==> src/rtl/whack_scorer.sv <==
`default_nettype none
// ============================================================================
// Module  : whack_scorer
// Brief   : Hit/miss judge for each mole screen; keeps BCD score/top score and
//           writes results to game_mem.
// Revision: 1.0  initial release
// ============================================================================
module whack_scorer #(
    parameter int WINDOW_CYCLES   = 50000000,
    parameter int DEBOUNCE_CYCLES = 500000
) (
    input  logic       clk,
    input  logic       reset,
    input  logic [2:0] state,
    input  logic       hit_key,
    output logic [7:0] score,
    output logic [7:0] top_score,
    output logic [4:0] mem_addr,
    output logic [7:0] mem_data,
    output logic       mem_wren,
    output logic       hit_pulse,
    output logic       miss_pulse,
    output logic       mole_done
);

    localparam int c_WIN_W = (WINDOW_CYCLES > 2) ? $clog2(WINDOW_CYCLES) : 1;
    localparam int c_DB_W  = (DEBOUNCE_CYCLES > 1) ? $clog2(DEBOUNCE_CYCLES) : 1;
    localparam logic [c_WIN_W-1:0] c_WIN_LOAD = c_WIN_W'(WINDOW_CYCLES - 1);
    localparam logic [c_DB_W-1:0]  c_DB_LAST  = c_DB_W'(DEBOUNCE_CYCLES - 1);

    localparam logic [2:0] c_CODE_START = 3'b000;
    localparam logic [2:0] c_CODE_MOLE1 = 3'b010;
    localparam logic [2:0] c_CODE_MOLE4 = 3'b101;
    localparam logic [2:0] c_CODE_OVER  = 3'b110;

    localparam logic [2:0] c_IDLE    = 3'd0;
    localparam logic [2:0] c_ARMED   = 3'd1;
    localparam logic [2:0] c_WRITE   = 3'd2;
    localparam logic [2:0] c_DONE    = 3'd3;
    localparam logic [2:0] c_OVER_WR = 3'd4;

    logic              r_sync1;
    logic              r_sync2;
    logic              r_db_level;
    logic              r_db_prev;
    logic [c_DB_W-1:0] r_db_cnt;
    logic              w_press;

    logic [2:0]         r_prev_state;
    logic [2:0]         r_fsm;
    logic [2:0]         w_fsm_next;
    logic [2:0]         r_mole_code;
    logic [c_WIN_W-1:0] r_win_cnt;
    logic [7:0]         r_score;
    logic [7:0]         r_top_score;
    logic [4:0]         r_mem_addr;
    logic [7:0]         r_mem_data;

    logic       w_entry;
    logic       w_is_mole;
    logic       w_hit;
    logic       w_miss;
    logic       w_load_win;
    logic       w_clear_score;
    logic       w_start_over;
    logic [7:0] w_score_inc;
    logic [7:0] w_score_next;

    // Raw key is asynchronous: two flops, then a level that flips only after
    // the synchronised value has disagreed for DEBOUNCE_CYCLES cycles.
    always_ff @(posedge clk) begin
        if (reset) begin
            r_sync1    <= 1'b0;
            r_sync2    <= 1'b0;
            r_db_level <= 1'b0;
            r_db_prev  <= 1'b0;
            r_db_cnt   <= '0;
        end else begin
            r_sync1   <= hit_key;
            r_sync2   <= r_sync1;
            r_db_prev <= r_db_level;
            if (r_sync2 == r_db_level) begin
                r_db_cnt <= '0;
            end else if (r_db_cnt == c_DB_LAST) begin
                r_db_level <= r_sync2;
                r_db_cnt   <= '0;
            end else begin
                r_db_cnt <= r_db_cnt + 1'b1;
            end
        end
    end

    assign w_press   = r_db_level & ~r_db_prev;
    assign w_entry   = (state != r_prev_state);
    assign w_is_mole = (state >= c_CODE_MOLE1) && (state <= c_CODE_MOLE4);

    always_comb begin
        w_score_inc = r_score;
        if (r_score == 8'h99) begin
            w_score_inc = 8'h99;
        end else if (r_score[3:0] == 4'd9) begin
            w_score_inc = {r_score[7:4] + 4'd1, 4'd0};
        end else begin
            w_score_inc = {r_score[7:4], r_score[3:0] + 4'd1};
        end
    end

    assign w_score_next = w_hit ? w_score_inc : r_score;

    always_comb begin
        w_fsm_next    = r_fsm;
        w_hit         = 1'b0;
        w_miss        = 1'b0;
        w_load_win    = 1'b0;
        w_clear_score = 1'b0;
        w_start_over  = 1'b0;
        case (r_fsm)
            c_IDLE: begin
                if (w_entry) begin
                    if (state == c_CODE_START) begin
                        w_clear_score = 1'b1;
                    end else if (w_is_mole) begin
                        w_load_win = 1'b1;
                        w_fsm_next = c_ARMED;
                    end else if (state == c_CODE_OVER) begin
                        w_start_over = 1'b1;
                        w_fsm_next   = c_OVER_WR;
                    end
                end
            end
            c_ARMED: begin
                // A press wins over both the timeout and a screen change.
                if (w_press) begin
                    w_hit      = 1'b1;
                    w_fsm_next = c_WRITE;
                end else if ((state != r_mole_code) || (r_win_cnt == '0)) begin
                    w_miss     = 1'b1;
                    w_fsm_next = c_WRITE;
                end
            end
            c_WRITE:   w_fsm_next = c_DONE;
            c_DONE:    w_fsm_next = c_IDLE;
            c_OVER_WR: w_fsm_next = c_IDLE;
            default:   w_fsm_next = c_IDLE;
        endcase
    end

    always_ff @(posedge clk) begin
        if (reset) begin
            r_fsm        <= c_IDLE;
            r_prev_state <= 3'b000;
            r_mole_code  <= 3'b000;
            r_win_cnt    <= '0;
            r_score      <= 8'h00;
            r_top_score  <= 8'h00;
            r_mem_addr   <= 5'd0;
            r_mem_data   <= 8'h00;
        end else begin
            r_fsm        <= w_fsm_next;
            r_prev_state <= state;
            if (w_load_win) begin
                r_win_cnt   <= c_WIN_LOAD;
                r_mole_code <= state;
            end else if ((r_fsm == c_ARMED) && (r_win_cnt != '0)) begin
                r_win_cnt <= r_win_cnt - 1'b1;
            end
            if (w_clear_score) begin
                r_score <= 8'h00;
            end else begin
                r_score <= w_score_next;
            end
            // Packed BCD orders correctly under a plain unsigned compare.
            if ((r_fsm == c_WRITE) && (r_score > r_top_score)) begin
                r_top_score <= r_score;
            end
            if (w_hit || w_miss) begin
                r_mem_addr <= 5'd0;
                r_mem_data <= w_score_next;
            end else if (w_start_over) begin
                r_mem_addr <= 5'd1;
                r_mem_data <= r_top_score;
            end
        end
    end

    assign score      = r_score;
    assign top_score  = r_top_score;
    assign mem_addr   = r_mem_addr;
    assign mem_data   = r_mem_data;
    assign mem_wren   = ~reset & ((r_fsm == c_WRITE) || (r_fsm == c_OVER_WR));
    assign hit_pulse  = ~reset & w_hit;
    assign miss_pulse = ~reset & w_miss;
    assign mole_done  = ~reset & (r_fsm == c_DONE);

endmodule
`default_nettype wire

==> config.mk <==
export PLATFORM = sky130hd
export DESIGN_NAME = whack_scorer
export DESIGN_NICKNAME = d
export VERILOG_FILES = /design/src/rtl/whack_scorer.sv
export SDC_FILE = /design/constraint.sdc
export NUM_CORES = 1
export LEC_CHECK = 0
export ABC_CLOCK_PERIOD_IN_PS = 2700
export BUFFER_PORTS_ARGS = -buffer_cell sky130_fd_sc_hd__clkbuf_2
export CAP_MARGIN = 5
export CORE_AREA = 2 2 102 178
export DETAILED_ROUTE_END_ITERATION = 10
export DIE_AREA = 0 0 104 180
export GPL_TIMING_DRIVEN = 0
export SETUP_SLACK_MARGIN = 0.2
export SLEW_MARGIN = 0
export SYNTH_ARGS = -nofsm -noshare
export SYNTH_HDL_FRONTEND = slang
export SYNTH_SLANG_ARGS = --single-unit
export TNS_END_PERCENT = 50
==> constraint.sdc <==
create_clock -name clk -period 2.7 [get_ports clk]
set_input_delay 0.27 -clock clk [delete_from_list [all_inputs] [get_ports clk]]
set_output_delay 0.27 -clock clk [all_outputs]
set_load 0.01 [all_outputs]
# --- After elaboration in Yosys (flattened, before gate mapping) ---
# Index checks and enable logic that the tools add are counted.
# W data, S select, Z words.
word_totals:
  ff_bits: 83
  latch_bits: 0
  mem_bits_rw: 0
  romBits: 0
  input_bits: 6
  output_inout_bits: 33
  wordCells: 93
  mem_count: 0
op_classes:
  add_sub_neg: 4
  multipliers: 0
  n_div: 0
  order_cmp: 3
  n_eq_ne: 15
  n_shift: 0
  n_mux: 31
  bitwise: 8
  n_reduce_logical: 18
op_table:
  columns: ["op", "n"]
  rows:
  - ["$mux W26", 2]
  - ["$mux W8", 5]
  - ["$logic_not A26 Y1", 1]
  - ["$reduce_bool A26 Y1", 1]
  - ["$sub A26 B1 Y26 const B", 1]
  - ["$add A19 B1 Y19 const B", 1]
  - ["$eq A19 B19 Y1 const B", 1]
  - ["$mux W3", 6]
  - ["$mux W1", 17]
  - ["$pmux W3 S3", 1]
  - ["$add A4 B1 Y4 const B", 2]
  - ["$eq A8 B8 Y1 const B", 1]
  - ["$gt A8 B8 Y1", 1]
  - ["$eq A3 B2 Y1 const B", 2]
  - ["$eq A3 B3 Y1 const B", 2]
  - ["$logic_not A3 Y1", 2]
  - ["$ne A3 B3 Y1", 2]
  - ["$ne A3 B3 Y1 const B", 2]
  - ["$reduce_or A2 Y1", 3]
  - ["$and A1 B1 Y1", 5]
  - ["$eq A4 B4 Y1 const B", 1]
  - ["$ne A2 B2 Y1 const B", 2]
  - ["$reduce_and A4 Y1", 1]
  - ["$reduce_bool A2 Y1", 2]
  - ["9 further kinds", 15]

# --- Logic depth before layout (Yosys ltp) ---
depth:
  depth_word: 8
  depth_mapped: 9
  depth_no_buf: 7

# --- Worst setup path after synthesis ---
# No wires, ideal clock.
synth_path:
  path_type: "register -> output"
  startpoint: "register r_win_cnt[17]"
  endpoint: "output miss_pulse"
  t_arrival_ns: 2.145
  required_time_ns: 2.430
  slack_ns: 0.285
  stages_incl_launch_ff: 6
  path_buffers: 1
  path_cell_list: "dfxtp_1 or4_1 buf_4 nor4_4 nand2_1 a2111oi_0"
synth_between:
  elab_chain_len: 6
synth_rtl:
  columns: ["element", "line_no", "rtl"]
  rows:
  - ["start: declaration", "53", "logic [c_WIN_W-1:0] r_win_cnt;"]
  - ["start signal: assignment", "162", "r_win_cnt <= c_WIN_LOAD;"]
  - ["start signal: assignment", "165", "r_win_cnt <= r_win_cnt - 1'b1;"]
  - ["$logic_not A26 Y1", "136", "end else if ((state != r_mole_code) || (r_win_cnt == '0)) begin"]
  - ["$logic_or A1 B1 Y1", "136", null]
  - ["$mux W1", "136", null]
  - ["$mux W1", "133", "if (w_press) begin"]
  - ["$mux W1", "117", "case (r_fsm)"]
  - ["$and A1 B1 Y1", "192", "assign miss_pulse = ~reset & w_miss;"]
  - ["end: declaration", "22", "output logic miss_pulse,"]
# No other way between the ends.

# --- Final worst setup path ---
layout_path:
  startpoint: "register r_win_cnt[14]"
  endpoint: "output miss_pulse"
# Same word-level chain as after synthesis.

==> flow_summary.yaml <==
sta:
  period_minus_slack_ns: 2.607
  finalCritPeriodShare_pct: 96.56
  tightest_slew_ns: 1.173
  finClkSkew_ns: 0.01419
  setup_viol: 0
  relSlewSlack_pct: 21.20
  fmax_ghz: 0.3836
  whs_ns: 0.1788
  drv_slew: 0
  grt_setup_unrepaired: "yes"
  finalHoldViolCount: 0
worst_hold_path:
  hold_depth: 2
  hp-start: "hit_key"
  hold_class: "primary input to flip-flop"
  min_to: "r_sync1"
logic_synthesis:
  ys_ff_latch: 83
  netlist_area_um2: 4265
  ys_types: 61
  synthCells: 495
  yosysWarnings: 0
  synth_top_area_share_pct: 38.96
  syn_area_per_cell_um2: 8.617
  synth.largest_area_cell: "dfxtp_1"
  synth-edff-count: 0
  async_flop_share_pct: 0
  synth-seq-area-share_pct: 38.96
  ys.flop_type: "dfxtp_1"
  yosys-top-cells-area: "dfxtp_1, xnor2_1, a21oi_1"
grt:
  gr-total-overflow: 0
  grt_pass1_wl_um: 19120
  grt_pass1_vias: 3807
  antenna_found_initial: 0
  track_usage_pct: 12.65
  grt_max_degree: 17
critical_path:
  crit_fanout: 2
  worst_setup_path_end_kind: "primary output"
  crit_type: "flip-flop to primary output"
  r2r-end: "r_win_cnt[3]"
  crit_chain: "or4_4 -> nor4_4 -> nand2_1 -> a2111oi_4 -> buf_2"
  worstSetupStartpointType: "flip-flop"
  path_buf_inv: 1
  r2r-start: "r_fsm[2]"
  path_delay_family: "simple AND/OR/NAND/NOR gates"
  arrival_ns: 2.34
  worstRegToRegCells: 8
  worst_path_largest_cell_delay_ns: 0.53
  cp.required_ns: 2.43
  cpMaxStageDelayCell: "or4_4"
  r2r_setup_slack_ns: 0.34
power_and_ir_drop:
  peakVddDrop_uv: 347.4
  p_switching_mw: 1.030
  power_density_nw_per_um2: 642.6
  leakagePower_nw: 1.822
  swShare_pct: 30.55
  seq_power_share_pct: 41.0
  p_clk_share_pct: 38.2
  internal_power_mw: 2.342
  combinationalPowerShare_pct: 20.9
routing:
  ant_nets: 0
  routedWlPerCell_um: 14.59
  drc: 0
  wl_met2_um: 6675
  drt_pass1_iterations: 4
  wirelength_um: 11590
  wl_met3_um: 343
  top_layer: "met4"
  wl_met1_um: 4314
  vias: 3813
  drtIter0Drc: 187
  via_per_inst: 4.802
cells_and_area:
  drive_gt1_share_pct: 20.60
  fin_nets: 576
  final_area_um2: 5248
  n_antenna_cell: 0
  syn2layout_area_growth_pct: 23.03
  fillCellCount: 1877
die:
  die_x_um: 104
  die_y_um: 180
  core-area_um2: 17300
  ioPinCount: 39
  die_area_um2: 18720
  rows: 64
  start_util_pct: 24.66
clocking:
  cts.htree.levels: 3
  cts_tree: "built"
  clk_pin_slew_ns: 0.07
  clock-sinks: 83
  cts_buffers: 9
  clockRootBuffer: "clkbuf_16"
  cts_buffer_depth: 2
  insertion_delay_ns: 0.34
placement:
  placed_cell_area_um2: 4726
  dpl.hpwl_um: 8517
  gp_congestion: 0.8275
  port_buffers: 32
flow_run:
  maxCapViolations: 0
run_status:
  outcome: "completed"
[worst max path at each step]
stage	startpoint	endpoint	cells after the start
after floorplan	r_win_cnt[17]	miss_pulse	5
after global placement	r_win_cnt[17]	miss_pulse	6
after detailed placement	r_win_cnt[17]	miss_pulse	6
after CTS	r_win_cnt[16]	miss_pulse	5
after global routing	r_win_cnt[14]	miss_pulse	5
final	r_win_cnt[14]	miss_pulse	5
[through the flow]
stage | worst slack [ns] | utilization (%) | std cells | setup TNS (ns) | power (mW)
after floorplan | 0.2848 | - | 498 | 0 | 1.827
after CTS | 0.1476 | 29.89 | 786 | 0 | 3.373
after global placement | -0.2736 | 27.32 | 761 | -0.2736 | 1.983
final | 0.09284 | 30.34 | 794 | 0 | 3.372
after global routing | 0.02202 | 30.34 | 794 | 0 | 3.536
after detailed placement | -0.2126 | 27.32 | 761 | -0.2126 | 1.988
[per-layer routing]
layer,up-vias,global-route usage (%)
li1,1926,-
met3,14,1.922
met1,1809,12.48
met2,64,25.26
met4,0,5.730
met5,-,0
[synth_stat cells (all sizes together), types with 12 or more instances]
library cell / instances
or3: 12
inv: 18
a211oi: 12
nor2: 53
a21oi: 43
xnor2: 27
or4: 17
dfxtp: 83
clkbuf: 16
nand3: 21
nand2: 23
nor4: 14
o21ai: 17
nor3: 23
ha: 12
[power groups by stage]
stage	sequential, mW	combinational (mW)	clock [mW]
5_1_grt	1.40	0.767	1.37
3_3_place_gp	1.40	0.580	0
6_report	1.38	0.703	1.29
3_5_place_dp	1.40	0.585	0
2_1_floorplan	1.39	0.434	0
4_1_cts	1.38	0.669	1.32
[area by class of cell]
class | count | area (µm²) | area share [%]
repair buffers | 49 | 287.8 | 5.484
flip-flops and latches | 83 | 1669 | 31.81
clock buffers | 9 | 225.2 | 4.292
plain buffers | 27 | 142.6 | 2.718
clock inverters | 7 | 83.83 | 1.598
well taps | 231 | 289.0 | 5.508
inverters | 18 | 67.56 | 1.288
multi-input cells | 370 | 2482 | 47.31
[state kept, by name, indices dropped and copies added, names as in the netlist]
signal,flops
r_fsm,3
r_db_level,1
mem_addr,1
r_mole_code,3
r_prev_state,3
score,8
r_db_cnt,19
r_db_prev,1
r_win_cnt,26
mem_data,8
r_sync1,1
top_score,8
r_sync2,1
[cells by family (layout without fill, tap and decap cells)]
group / count (synthesis) / after routing / share of synthesized area, %
AO/OA/AOI/OAI: 102 / 102 / 16.22
XOR/XNOR: 38 / 38 / 7.803
adder cells (fa/ha/maj): 12 / 12 / 3.520
buffers and inverters: 45 / 110 / 4.576
flip-flops: 83 / 83 / 38.96
multiplexers: 7 / 7 / 1.643
other: 1 / 4 / 0.08792
AND/OR/NAND/NOR: 207 / 207 / 27.19
[cell usage in the layout (no fill, tap or decap), types with 5 or more instances in the layout]
cell / instances
or3_1: 11
buf_4: 21
mux2i_1: 7
xnor2_1: 27
nor2_1: 53
clkbuf_2: 34
ha_1: 11
or4_1: 9
or4_4: 6
dfxtp_1: 79
nor3_1: 22
nor4_1: 11
nand2_1: 22
nand3b_1: 5
o21ai_0: 13
o31ai_1: 7
xor2_1: 11
nor2b_1: 8
nand3_1: 21
inv_1: 18
clkbuf_1: 13
nand4_1: 7
a211oi_1: 8
a21oi_1: 43
clkbuf_16: 9
[repair_timing]
action / in CTS / in global routing
setup endpoints to repair: 12 / 27
setup buffers: 9 / 8
hold buffers: 0 / 0
pin swaps: 6 / 5
gates resized for setup: 19 / 7
cloned: 0 / 0
Note: power is estimated with default switching activity, not from simulation.
